`src/rtl/rv_pkg.sv`:
```
// Shared RV32I core definitions: default sizes and register-index type.
package rv_pkg;

   localparam int unsigned XLEN_DEF = 32;
   localparam int unsigned NREG_DEF = 32;
   localparam int unsigned AW_DEF   = $clog2(NREG_DEF);

   typedef logic [AW_DEF-1:0] reg_idx_t;

   // x0 is hardwired to zero
   localparam int unsigned REG_ZERO = 0;

endpackage

```
`src/rtl/rv_rf_read_port.sv`:
```
// One combinational register-file read port: x0 forcing, optional write
// bypass, otherwise the stored data and busy bit of the addressed entry.
module rv_rf_read_port
   import rv_pkg::*;
#(
   parameter int unsigned XLEN   = XLEN_DEF,
   parameter int unsigned NREG   = NREG_DEF,
   parameter int unsigned AW     = $clog2(NREG),
   parameter int unsigned BYPASS = 1
) (
   input  logic [AW-1:0]             addr,
   input  logic [NREG-1:0][XLEN-1:0] mem,
   input  logic [NREG-1:0]           busy_vec,
   input  logic                      wr_en,
   input  logic [AW-1:0]             wr_addr,
   input  logic [XLEN-1:0]           wr_data,
   output logic [XLEN-1:0]           rd_data,
   output logic                      rd_busy
);

   // Priority: x0, then same-cycle writeback, then stored state.
   always_comb begin
      rd_data = '0;
      rd_busy = 1'b0;
      if (addr == AW'(REG_ZERO)) begin
         rd_data = '0;
         rd_busy = 1'b0;
      end else if ((BYPASS != 0) && wr_en && (wr_addr == addr)) begin
         // A completing writeback resolves the hazard in this cycle.
         rd_data = wr_data;
         rd_busy = 1'b0;
      end else begin
         rd_data = mem[addr];
         rd_busy = busy_vec[addr];
      end
   end

endmodule

```
`src/rtl/rv_regfile_sb.sv`:
```
// RV32I integer register file with NRD read ports, one write port, optional
// write-to-read bypass and a per-register busy scoreboard for RAW detection.
module rv_regfile_sb
   import rv_pkg::*;
#(
   parameter int unsigned XLEN   = XLEN_DEF,
   parameter int unsigned NREG   = NREG_DEF,
   parameter int unsigned AW     = $clog2(NREG),
   parameter int unsigned NRD    = 2,
   parameter int unsigned BYPASS = 1
) (
   input  logic                 clk,
   input  logic                 rst,
   input  logic [NRD*AW-1:0]    rd_addr,
   output logic [NRD*XLEN-1:0]  rd_data,
   output logic [NRD-1:0]       rd_busy,
   input  logic                 wr_en,
   input  logic [AW-1:0]        wr_addr,
   input  logic [XLEN-1:0]      wr_data,
   input  logic                 iss_en,
   input  logic [AW-1:0]        iss_addr,
   output logic                 any_busy
);

   logic [NREG-1:0][XLEN-1:0] mem_q;
   logic [NREG-1:0]           busy_q;
   logic [NREG-1:0]           busy_d;
   logic                      wr_ok;
   logic                      iss_ok;
   logic                      byp_en;

   assign wr_ok  = wr_en && (wr_addr != AW'(REG_ZERO));
   assign iss_ok = iss_en && (iss_addr != AW'(REG_ZERO));
   // Keep reads at zero while reset is held, even with a write strobe present.
   assign byp_en = wr_en && !rst;

   // Data storage; every entry is cleared on reset.
   always_ff @(posedge clk or posedge rst) begin
      if (rst) begin
         mem_q <= '0;
      end else if (wr_ok) begin
         mem_q[wr_addr] <= wr_data;
      end
   end

   // Scoreboard next state: writeback clears, issue sets, issue wins on a tie.
   always_comb begin
      busy_d = busy_q;
      if (wr_ok) begin
         busy_d[wr_addr] = 1'b0;
      end
      if (iss_ok) begin
         busy_d[iss_addr] = 1'b1;
      end
   end

   // Scoreboard register.
   always_ff @(posedge clk or posedge rst) begin
      if (rst) begin
         busy_q <= '0;
      end else begin
         busy_q <= busy_d;
      end
   end

   assign any_busy = |busy_q;

   for (genvar i = 0; i < NRD; i++) begin : g_rd
      rv_rf_read_port #(
         .XLEN   (XLEN),
         .NREG   (NREG),
         .AW     (AW),
         .BYPASS (BYPASS)
      ) u_port (
         .addr     (rd_addr[i*AW +: AW]),
         .mem      (mem_q),
         .busy_vec (busy_q),
         .wr_en    (byp_en),
         .wr_addr  (wr_addr),
         .wr_data  (wr_data),
         .rd_data  (rd_data[i*XLEN +: XLEN]),
         .rd_busy  (rd_busy[i])
      );
   end

endmodule
```
`config.mk`:
```
export PLATFORM = sky130hd
export DESIGN_NAME = rv_regfile_sb
export DESIGN_NICKNAME = d
export VERILOG_FILES = /design/src/rtl/rv_pkg.sv /design/src/rtl/rv_rf_read_port.sv /design/src/rtl/rv_regfile_sb.sv
export SDC_FILE = /design/constraint.sdc
export NUM_CORES = 2
export LEC_CHECK = 0
export BUFFER_PORTS_ARGS = -buffer_cell sky130_fd_sc_hd__buf_4
export CORE_ASPECT_RATIO = 0.75
export CORE_MARGIN = 1
export CORE_UTILIZATION = 40
export DETAILED_ROUTE_END_ITERATION = 12
export PLACE_DENSITY = 0.59
export REMOVE_ABC_BUFFERS = 1
export SYNTH_ARGS = -nofsm -noshare
export SYNTH_HDL_FRONTEND = slang
export SYNTH_SLANG_ARGS = --single-unit
```
`constraint.sdc`:
```
create_clock -name clk -period 41.6 [get_ports clk]
set_clock_uncertainty 0.15 [all_clocks]
set_input_delay 2.08 -clock clk [delete_from_list [all_inputs] [get_ports clk]]
set_output_delay 2.08 -clock clk [all_outputs]
set_load 0.05 [all_outputs]
```
==> out/qor.yml <==
run_status:
  status: "complete, no violations"
pwr:
  leakagePower_nw: 27.3
  ir_worst_vdd_v: 0.0000316
  comb_power_share: 0.215
  internal-power_mw: 2.17
  powerDensity_mw_per_mm2: 48.3
  clkPwrFrac: 0.337
  p_switching_mw: 0.882
  swShare: 0.289
  sequentialPowerShare: 0.447
clock_tree:
  h-tree-depth: 3
  cts_setup_buffers: 0
  clkSlewWorstSetupHoldPaths_ns: 0.06
  ctsRootBufferMaster: "clkbuf_16"
  cts-resized-gates: 0
  cts_buffers: 108
  cts_tree: "built"
  cts_hold_buf: 0
  insertion_delay_ns: 0.74
  clk_path_buf_depth: 3
  clock_sinks: 1056
synthesis:
  synth-seq-area-share: 0.461
  synth.cell_area_mm2: 0.0573
  syn_area_per_cell_um2: 14.2
  synthFlopType: "dfrtp_1"
  synthDistinctLibCells: 63
  netlist_instances: 4043
  ys_warn_count: 0
  ys_ff_latch: 1056
  synth-edff-count: 0
  async_flop_share: 1.00
routing:
  drt-pass1-iter-count: 7
  drtAntennaViolNets: 0
  avgRoutedWirePerCell_um: 33.4
  wl_um: 196000
  viasPerCell: 6.54
  drc: 0
  drt_iter0_markers: 3630
  vias: 38400
finish:
  num-nets-final: 3960
  layout_common_cells: "dfrtp_1 (1056), mux2_2 (1018), mux4_2 (408)"
  final_layout_size_suffix_gt1_frac: 0.470
  syn_to_final_growth_pct: 10.4
  fin_area_mm2: 0.0632
  fin_cells: 5870
  final_common_cell: "dfrtp_1"
  nFillCells: 12600
place:
  place_inst: 5669
  hpwl_um: 104000
  post-place-ws_ns: 32.54
  gp_congestion: 0.809
  place_area_mm2: 0.0595
  portBuffers: 122
setup_path:
  crit_path_cell_trace: "buf_8 -> buf_4 -> buf_4 -> buf_12 -> mux4_2 -> and2_1 -> a211oi_1 -> a21oi_1 -> a221o_1 -> buf_4"
  end_kind: "output port"
  cp.required_ns: 39.37
  setup.worst_path.class: "in2out"
  cp-start-kind: "input pin"
  crit_top_cell: "buf_4"
  cpPeakStageDelay_ns: 0.82
  path_delay_family: "buffers and inverters"
  crit_slowest_cell: "buf_4"
  critPathBufInv: 5
  critPathMaxFanout: 100
  arrival_ns: 6.73
global_routing:
  grt_max_degree: 173
  antenna_found_initial: 6
  grt_pass1_vias: 38200
  grt_util_all_layers: 0.271
  grt_overflow: 0
  grt_pass1_wl_um: 284000
sta:
  rsz0062_at_grt: "false"
  max_freq_mhz: 112
  holdWs_ns: 0.245
  post-route-period-util: 0.215
  hold_viol: 0
  slew_viol_final: 0
  worst_slew_pin_slew_ns: 1.21
  finalCriticalPeriod_ns: 8.96
  finalWorstSetupSlack_ns: 32.64
  relSlewSlack: 0.191
  final.setup.tns_ns: 0
  setup_viol: 0
floorplan:
  fp-row-count: 119
  start_util: 0.406
  fp.dieW_um: 439
  ios: 123
  die_area_mm2: 0.145
  core-area_mm2: 0.141
  die_y_um: 330
hold_path:
  hold_class: "reg2reg"
flow_run:
  cap_violations: 0
==> final timing paths <==
path                            start           to  slack [ns]  depth (start not counted)
max                        rd_addr[5]  rd_data[33]       32.64                         10
min                          mem_q[2]     mem_q[2]        0.24                          0
max reg2reg                busy_q[23]   busy_q[23]       40.62                          2
min reg2reg                  mem_q[2]     mem_q[2]        0.24                          0
max in group asynchronous         rst   mem_q[139]       36.01                          6
min in group asynchronous         rst    mem_q[58]        1.37                          2
==> state kept, by name, indices dropped and copies added (netlist names) <==
register,flops
busy_q,32
mem_q,1024
==> cell families after synthesis <==
group	count (synthesis)	share of synthesized area
and+or+nand+nor	300	0.0259
buffers and inverters	466	0.0372
xor gates and xnor gates	10	0.00153
AOI/OAI and AO/OA	499	0.0639
DFF	1056	0.461
muxes	1712	0.410
==> layout make-up <==
cell class                      instances  area [µm²]  share of cell area
Sequential cell                      1056       26400               0.418
Inverter                                8        38.8            0.000613
Antenna cell                            1        2.50           0.0000396
Timing Repair Buffer                  209        1690              0.0267
Tap cell                             1875        2350              0.0371
Clock inverter                         42         495             0.00783
Clock buffer                          158        3200              0.0506
Multi-Input combinational cell       2521       29000               0.459
==> metrics by stage <==
step	total power [mW]	utilization
after floorplan	1.82	-
after global placement	2.02	0.421
after detailed placement	2.04	0.421
after CTS	3.07	0.448
after global routing	3.18	0.448
final	3.06	0.448
==> cells in the mapped netlist (all sizes together), types with 2 or more instances <==
master	instances	area, µm²
dfrtp	1056	26400
mux2	1019	11500
mux4	408	9190
mux2i	285	2850
clkbuf	264	991
buf	194	1110
o21ai	126	634
nand2	110	413
a221oi	89	786
a21oi	54	270
nor2	51	191
a22oi	50	375
a221o	34	340
a211oi	32	240
and2	28	175
nand3	22	110
a32o	21	210
a32oi	20	175
nor3	18	95.1
o221ai	17	149
a311oi	15	131
a41oi	12	105
a22o	11	96.3
nor2b	10	62.6
nor4	10	68.8
or2	10	62.6
and3	9	56.3
inv	8	30.0
nand4	8	50.1
xnor2	8	70.1
a2111oi	6	52.6
nand2b	5	31.3
nand4b	5	43.8
nor3b	5	37.5
nand3b	4	30.0
a211o	2	17.5
a2bb2oi	2	17.5
o211ai	2	15.0
xor2	2	17.5
==> power by group through the flow <==
stage	sequential, mW	combinational [mW]	clock [mW]
floorplan	1.34	0.482	0
global placement	1.37	0.644	0
detailed placement	1.38	0.657	0
CTS	1.36	0.659	1.05
global route	1.39	0.702	1.09
finish	1.37	0.657	1.03
==> metal layers <==
| layer | global-route usage | part of all wire | up-vias |
|---|---|---|---|
| li1 | - | - | 15400 |
| met1 | 0.397 | 0.44 | 20900 |
| met2 | 0.400 | 0.44 | 1680 |
| met3 | 0.0643 | 0.087 | 343 |
| met4 | 0.0786 | 0.031 | 2 |
| met5 | 0 | 0.000061 | - |
(Power assumes the default switching activity.)
